[config.mk]
export PLATFORM = sky130hd
export DESIGN_NAME = conv_tree_acc
export DESIGN_NICKNAME = d
export VERILOG_FILES = /design/src/rtl/conv_pkg.sv /design/src/rtl/conv_adder_level.sv /design/src/rtl/conv_tree_acc.sv
export SDC_FILE = /design/constraint.sdc
export NUM_CORES = 1
export LEC_CHECK = 0
export CAP_MARGIN = 0
export CELL_PAD_IN_SITES_DETAIL_PLACEMENT = 1
export CELL_PAD_IN_SITES_GLOBAL_PLACEMENT = 1
export CORE_MARGIN = 3
export CORE_UTILIZATION = 43
export DETAILED_ROUTE_END_ITERATION = 6
export PLACE_DENSITY = 0.92
export REMOVE_ABC_BUFFERS = 1
export SLEW_MARGIN = 20
export SYNTH_ARGS = -nofsm -noshare
export SYNTH_HDL_FRONTEND = slang
export SYNTH_SLANG_ARGS = --single-unit
[constraint.sdc]
create_clock -name clk -period 3.9 [get_ports clk]
set_input_delay 0.585 -clock clk [delete_from_list [all_inputs] [get_ports clk]]
set_output_delay 0.585 -clock clk [all_outputs]
set_load 0.1 [all_outputs]
[src/rtl/conv_pkg.sv]
// Shared definitions for the spike-gated convolution tree accumulator:
// pipeline geometry helpers, the per-stage control tag and saturation limits.
package conv_pkg;

    // Number of registered adder-tree levels for a power-of-two lane count.
    function automatic int log2w(input int weights);
        return $clog2(weights);
    endfunction

    // Cycles from a sample's en to its valid: lane register, tree levels, accumulator.
    function automatic int latency(input int weights);
        return $clog2(weights) + 2;
    endfunction

    // Geometry of the default four-lane configuration.
    localparam int DEF_WEIGHTS = 4;
    localparam int DEF_LOG2W   = $clog2(DEF_WEIGHTS);
    localparam int DEF_L       = DEF_LOG2W + 2;

    // Control carried beside each sample through the pipeline.
    typedef struct packed {
        logic en;
        logic clear_and_go;
    } tag_t;

    // Largest positive two's-complement value of the given width, in 64 bits.
    function automatic logic [63:0] sat_pos(input int width);
        return (64'd1 << (width - 1)) - 64'd1;
    endfunction

    // Most negative two's-complement value of the given width, in 64 bits.
    function automatic logic [63:0] sat_neg(input int width);
        return ~sat_pos(width);
    endfunction

endpackage

[src/rtl/conv_adder_level.sv]
// One registered level of the adder tree: adds adjacent signed pairs,
// growing the width by one bit so no overflow can occur. Holds when load=0.
module conv_adder_level #(
    parameter int IN_COUNT = 4,
    parameter int IN_WIDTH = 15
) (
    input  logic                                     clk,
    input  logic                                     rst,
    input  logic                                     load,
    input  logic [IN_COUNT*IN_WIDTH-1:0]             in_data,
    output logic [(IN_COUNT/2)*(IN_WIDTH+1)-1:0]     out_data
);

    localparam int OUT_COUNT = IN_COUNT / 2;
    localparam int OUT_WIDTH = IN_WIDTH + 1;

    logic [OUT_COUNT*OUT_WIDTH-1:0] pair_sum;

    // Sign-extend each lane of a pair and add them.
    always_comb begin
        // NOTE: default assignment first so every path drives pair_sum; no latch.
        pair_sum = '0;
        for (int k = 0; k < OUT_COUNT; k++) begin
            pair_sum[k*OUT_WIDTH +: OUT_WIDTH] =
                OUT_WIDTH'($signed(in_data[(2*k)*IN_WIDTH +: IN_WIDTH])) +
                OUT_WIDTH'($signed(in_data[(2*k+1)*IN_WIDTH +: IN_WIDTH]));
        end
    end

    // Capture the pair sums when this level's sample tag is set.
    always_ff @(posedge clk) begin
        // NOTE: non-blocking assignments for all registered state.
        if (rst) begin
            out_data <= '0;
        end else if (load) begin
            out_data <= pair_sum;
        end
    end

endmodule

[src/rtl/conv_tree_acc.sv]
// Spike-gated convolution unit: gates WEIGHTS signed weights by spikes,
// reduces them through a fully registered binary adder tree and accumulates
// the result. Control tags (en, clear_and_go) travel beside the data.
// Optional build macro CONV_TREE_ACC_SAT_EN: saturating accumulation with a
// sticky overflow flag (sat_flag); otherwise the accumulator wraps.
module conv_tree_acc
    import conv_pkg::*;
#(
    parameter int WEIGHTS    = 4,
    parameter int DATA_WIDTH = 15,
    parameter int ACC_WIDTH  = 32
) (
    input  logic                          clk,
    input  logic                          rst,
    input  logic                          en,
    input  logic                          acc_clear_and_go,
    input  logic                          acc_clear,
    input  logic [WEIGHTS*DATA_WIDTH-1:0] weights_in,
    input  logic [WEIGHTS-1:0]            spikes,
    output logic [ACC_WIDTH-1:0]          out,
    output logic                          valid
);

    localparam int LOG2W = log2w(WEIGHTS);
    localparam int L     = latency(WEIGHTS);
    localparam int SUM_W = DATA_WIDTH + LOG2W;

    // Tag for the sample held in stage k; tag_q[LOG2W] is the sample arriving
    // at the accumulator, tag_q[L-1] the one whose result is in acc_q.
    tag_t tag_q [L];

    logic [WEIGHTS*DATA_WIDTH-1:0] lane_gated;
    logic [WEIGHTS*DATA_WIDTH-1:0] lane_q;
    logic signed [SUM_W-1:0]       tree_sum;
    logic signed [ACC_WIDTH-1:0]   sum_ext;
    logic signed [ACC_WIDTH-1:0]   add_result;
    logic signed [ACC_WIDTH-1:0]   acc_q;
    tag_t                          arrive;

    // Zero the weight of every lane whose spike is low.
    always_comb begin
        lane_gated = '0;
        for (int k = 0; k < WEIGHTS; k++) begin
            if (spikes[k]) begin
                lane_gated[k*DATA_WIDTH +: DATA_WIDTH] = weights_in[k*DATA_WIDTH +: DATA_WIDTH];
            end
        end
    end

    // Stage 0 lane register, loaded only for valid samples.
    always_ff @(posedge clk) begin
        if (rst) begin
            lane_q <= '0;
        end else if (en) begin
            lane_q <= lane_gated;
        end
    end

    // Tag shift register; clear_and_go only means something with en.
    always_ff @(posedge clk) begin
        if (rst) begin
            for (int k = 0; k < L; k++) begin
                tag_q[k] <= '0;
            end
        end else begin
            tag_q[0] <= '{en: en, clear_and_go: en & acc_clear_and_go};
            for (int k = 1; k < L; k++) begin
                tag_q[k] <= tag_q[k-1];
            end
        end
    end

    for (genvar j = 0; j < LOG2W; j++) begin : g_level
        localparam int IN_N = WEIGHTS >> j;
        localparam int IN_W = DATA_WIDTH + j;

        logic [IN_N*IN_W-1:0]           level_in;
        logic [(IN_N/2)*(IN_W+1)-1:0]   level_out;

        if (j == 0) begin : g_first
            assign level_in = lane_q;
        end else begin : g_next
            assign level_in = g_level[j-1].level_out;
        end

        conv_adder_level #(
            .IN_COUNT (IN_N),
            .IN_WIDTH (IN_W)
        ) u_level (
            .clk      (clk),
            .rst      (rst),
            .load     (tag_q[j].en),
            .in_data  (level_in),
            .out_data (level_out)
        );
    end

    assign tree_sum = g_level[LOG2W-1].level_out;
    assign sum_ext  = ACC_WIDTH'(tree_sum);
    assign arrive   = tag_q[LOG2W];

`ifdef CONV_TREE_ACC_SAT_EN
    localparam logic [ACC_WIDTH-1:0] ACC_MAX = ACC_WIDTH'(sat_pos(ACC_WIDTH));
    localparam logic [ACC_WIDTH-1:0] ACC_MIN = ACC_WIDTH'(sat_neg(ACC_WIDTH));

    logic [ACC_WIDTH:0] wide_sum;
    logic               overflow;
    logic               sat_flag;

    // One-bit-wider add; disagreeing top bits mean the result left the range.
    always_comb begin
        wide_sum = {acc_q[ACC_WIDTH-1], acc_q} + {sum_ext[ACC_WIDTH-1], sum_ext};
        overflow = wide_sum[ACC_WIDTH] != wide_sum[ACC_WIDTH-1];
        if (!overflow) begin
            add_result = wide_sum[ACC_WIDTH-1:0];
        end else if (wide_sum[ACC_WIDTH]) begin
            add_result = ACC_MIN;
        end else begin
            add_result = ACC_MAX;
        end
    end

    // Sticky record that the accumulator clamped since its last clear.
    always_ff @(posedge clk) begin
        if (rst || acc_clear || (arrive.en && arrive.clear_and_go)) begin
            sat_flag <= 1'b0;
        end else if (arrive.en && overflow) begin
            sat_flag <= 1'b1;
        end
    end
`else
    assign add_result = acc_q + sum_ext;
`endif

    // Accumulator: explicit clear wins, then replace, then add, else hold.
    always_ff @(posedge clk) begin
        if (rst || acc_clear) begin
            acc_q <= '0;
        end else if (arrive.en) begin
            acc_q <= arrive.clear_and_go ? sum_ext : add_result;
        end
    end

    assign valid = tag_q[L-1].en;
    assign out   = valid ? acc_q : '0;

endmodule

; ---- Yosys cells after proc, flatten, opt, wreduce, memory -nomap -nowiden
; Memories as Yosys holds them, arrays and structs flattened.
; Index checks and enable logic that the tools add are counted.
[word_totals]
inputBits = 69
regBits = 141
ram_bits = 8
memories = 1
[classes]
bitwise_logic = 5
n_addsub = 4
reduce_logical = 1
n_mux = 13
[memory_table]
columns = name, words, width, rd, rd_ports_with_merged_regs, write_ports, line_no
row1 = tag_q, 4, 2, 4, 0, 4, conv_tree_acc.sv:30  ; tag_t tag_q [L];
[ops]
columns = op, count
row1 = 32-bit 2-to-1 mux, 2
row2 = 15-bit 2-to-1 mux, 4
row3 = 15-bit by 15-bit adder with 16-bit output, 2
row4 = 32-bit by 17-bit adder with 32-bit output, 1
row5 = 16-bit by 16-bit adder with 17-bit output, 1
row6 = 2-bit 2-to-1 mux, 4
row7 = 1-bit bitwise OR, 4
row8 = 1-bit 2-to-1 mux, 3
row9 = 1-bit AND, 1
row10 = 1-bit logical OR, 1

; ---- Logic depth before layout (Yosys ltp)
[logic_depth]
depth_word = 3
mapped_depth = 10

; ---- Hierarchy
; Synthesis repeated with hierarchy kept, for this count alone.
[unflattened]
hier_cells = 1167
hier_area_um2 = 9519.1
[modules_own_cells]
columns = mod, area_each_um2, n_inst, cells_per_inst, seq_area_each_um2
row1 = conv_tree_acc, 5502.8, 1, 684, 1981.9
row2 = conv_adder_level (g_level[0].u_level), 2547.4, 1, 300, 640.6
row3 = conv_adder_level (g_level[1].u_level), 1468.9, 1, 183, 340.3

; ---- Worst setup path after synthesis
; No wires, ideal clock.
[synth_timing]
path_type = register to register
start = register g_level[1].u_level.out_data[16]
end = register acc_q[23]
t_arrival_ns = 2.581
required_time_ns = 3.766
setup_time_ns = 0.134
path_slack_ns = 1.185
stages_incl_launch_ff = 10
cell_sequence = dfxtp_1 ha_1 a21o_1 a21o_1 a21oi_1 nor2_1 nor3b_2 o31ai_4 and3_2 or4_1
[synth_via]
elab_chain_cells = 2
[synth_rtl]
columns = element, line_no
row1 = "start, declared", conv_adder_level.sv:11  ; output logic [(IN_COUNT/2)*(IN_WIDTH+1)-1:0] out_data
row2 = "start signal, assigned", conv_adder_level.sv:36  ; out_data <= pair_sum;
row3 = 32-bit by 17-bit adder with 32-bit output, conv_tree_acc.sv:132  ; assign add_result = acc_q + sum_ext;
row4 = 32-bit 2-to-1 mux (*), conv_tree_acc.sv:140  ; acc_q <= arrive.clear_and_go ? sum_ext : add_result;
row5 = "end signal, assigned", conv_tree_acc.sv:140
row6 = "end, declared", conv_tree_acc.sv:37  ; logic signed [ACC_WIDTH-1:0] acc_q;
; Mark *: on every way between the ends. The rest lies on a longest branch, timed or not.
; A chain may end at the register's enable or synchronous reset.

; ---- Final worst setup path
; Ends and elaborated chain as after synthesis.

==> summary.md <==
| Metric | Value |
|---|---|
| Post-synth cell types | `77` |
| Seq/Total Area, Yosys | `31.9%` |
| Gr ovfl total | `0` |
| Maximum clock rate | `roughly 320 MHz` |
| Final hold vios | `0` |
| Clock buffer depth | `2` |
| Sum of negative setup slack | `0 ns` |
| Power Dens Cells | `329 nW/um2` |
| Clock-pin slew on the worst setup and hold paths | `0.06 ns` |
| Pre-Repair DR Iteration Count | `6` |
| DIE AREA | `between 20000 and 25000 um2` |
| Share of cells above drive strength 1 | `~8.4%` |
| Max-cap viol count | `0` |
| Slew @ Worst Pin | `0.946 ns` |
| Htree depth | `4` |
| Setup Viol. Count Final | `0` |
| Final net count | `1337` |
| Root buf cell | `clkbuf_16` |
| Max_slew headroom | `between 30% and 40%` |
| Crit path from | `g_level[1].u_level.out_data[16]` |
| Critical path's slowest cell | `dfxtp_1` |
| Worst Path Max Fanout | `15` |
| Top cell type's share of synthesized area | `31.9%` |
| Area fraction in compound gates after synthesis | `about 22%` |
| Avg Vias per Cell | `between 5 and 6` |
| Initial antenna violation count | `0` |
| Period utilization | `approximately 79%` |
| Most used cell, CP | `a21o_1` |
| RSZ-0062 raised after global routing | `false` |
| Vias | `around 8600` |
| Adder-cell share of the synthesized area | `approximately 11%` |
| Post-synth top cells | `nor2_1 (152), dfxtp_1 (148), a21oi_1 (130)` |
| # rows | `53` |
| Starting Density | `between 40 and 50%` |
| Startpoint types | `flip-flop` |
| Cts hold-fix bufs | `0` |
| Number of global-route vias before repair | `around 9200` |
| Total routed wirelength | `between 20000 and 30000 um` |
| Post-synthesis simple-gate area fraction | `22.7%` |
| Synth warnings | `0` |
| I/O pin cnt | `just over 100` |
| Largest net degree at the start of global routing | `between 80 and 90` |
| N_diodes | `0` |
| Largest family of logic cells by synthesized area | `simple AND/OR/NAND/NOR gates` |
| Mean post-synth cell area | `around 8.3 um2` |
| Main synth FF type | `dfxtp_1` |
| Die Wd | `~150 um` |
| Total CTS buffers | `17` |
| Slowest stage delay, CP | `approximately 0.77 ns` |
| First-pass GRT wire length | `roughly 45000 um` |
| Most frequent cell after synthesis | `nor2_1` |
| Clk sinks | `148` |
| DR DRC count | `0` |
| Post-CTS Setup Bufs | `0` |
| Die height | `approximately 150 um` |
| Port buffer count | `101` |
| Area Growth Syn to Fin | `18.2%` |
| HP Start | `tag_q[1][0]` |
| Later-pin clock latency in the skew report | `around 0.43 ns` |
| CTS tree | `built` |
| EDFF count, synth | `0` |
| Worst R2R Start | `g_level[1].u_level.out_data[16]` |
| WS Path Type | `reg2reg` |
| Post-DP HPWL | `19500 um` |
| Synth Instances | `about 1100` |
| Status | `completed` |
| Cell taking the most area after synthesis | `dfxtp_1` |
| CP cell instances | `ha_1, a21o_1, a21o_1, a21oi_1, nor2_1, nor3b_2, o31ai_4, and3_2, or4_1` |
| Pleak | `approximately 4.7 nW` |
| Min-delay worst type | `reg2reg` |
| Clock Skew | `between 0.015 and 0.02 ns` |
| Critical Path AT | `~3.4 ns` |
| Fin crit period | `~3.1 ns` |
| Ys async rst share | `0%` |
| Fin. max-slew vios | `0` |
| RePlAce Congestion | `0.908` |
| Routed Antenna Nets | `0` |
| Min setup slack post-route | `roughly 0.8 ns` |
| Crit end category | `flip-flop` |
| Gates resized, CTS repair | `0` |
| XOR/XNOR Fraction of Synth Area | `4.43%` |
| Post-synthesis register bit count | `148` |
| CP Buf/Inv Count | `0` |
| Cell family with most CP delay | `simple AND/OR/NAND/NOR gates` |
| Setup WS pre-CTS | `0.808 ns` |
| Core box area | `approximately 21000 um2` |
| Area contributors post-synth | `dfxtp_1 (32%), ha_1 (10%), a21oi_1 (7.0%)` |
| Tot GR Track Use | `a little under a quarter` |
| Post-synthesis mux area share | `4.43%` |
| Worst path required time | `4.20 ns` |
| Per-cell routed wire length | `between 15 and 20 um` |
| Drt first-iter violations | `between 400 and 500` |
| Mapped Area | `between 9000 and 10000 um2` |
| VDD IR max | `349 uV` |
[cells by family after synthesis]
family | count (synthesis)
muxes | 41
adders and majority gates | 81
buffers and inverters | 75
and+or+nand+nor | 407
AOI/OAI and AO/OA | 317
DFF | 148
xor gates and xnor gates | 47
[state kept, by name (all words and copies together), names as in the netlist]
register and flops:
g_level.level_in 60, g_level.u_level.out_data 49, acc_q 32, tag_q 7
[cells in the final DEF, fill, tap and decap left out, types with 23 or more instances in the layout]
cell type	instances
a21oi_1	130
nor2_1	152
o21ai_0	41
nand2_1	47
nor2b_1	73
a21o_1	23
ha_1	77
clkdlybuf4s50_1	66
buf_4	40
xnor2_1	33
dfxtp_1	148
and2_1	40
mux2i_1	40
[metrics by stage]
stage	hold slack, ns	cells	cell area, um2	utilization, %	power (mW)
final	0.454	1475	11000	52.0	3.61
after global routing	0.474	1475	11000	52.0	3.74
after CTS	0.456	1475	11000	52.0	3.63
after detailed placement	0.444	1443	10400	49.3	2.03
after global placement	0.419	1443	10400	49.3	2.01
after floorplan	0.414	1060	9070	-	1.84
[power by group]
group / leakage, nW / switching (mW) / internal, mW
Combinational: 3.22 / 0.229 / 0.185
Clock: 0.275 / 0.667 / 0.929
Sequential: 1.20 / 0.0383 / 1.56
Total: 4.69 / 0.935 / 2.67
[cell type report]
cell class,instances,area [um2]
Clock inverter,11,103
Sequential cell,148,2960
Tap cell,275,344
Multi-Input combinational cell,893,6040
Clock buffer,21,470
Inverter,19,71.3
Fill cell,2538,10100
Timing Repair Buffer,108,986
[worst paths after layout]
kind,endpoint,slack (ns),cells past startpoint
max reg2reg,acc_q[23],0.80,9
min reg2reg,tag_q[2][0],0.45,1
max,acc_q[23],0.80,9
min,tag_q[2][0],0.45,1
[per-layer routing]
layer / vias to the layer above / GRT usage [%] / part of all wire, %
met4: 0 / 8.19 / 2.9
met5: - / 0 / 0
met2: 182 / 43.4 / 52
met1: 4201 / 27.1 / 42
li1: 4142 / - / -
met3: 59 / 3.51 / 3.1
Power figures use the tool's default switching activity.
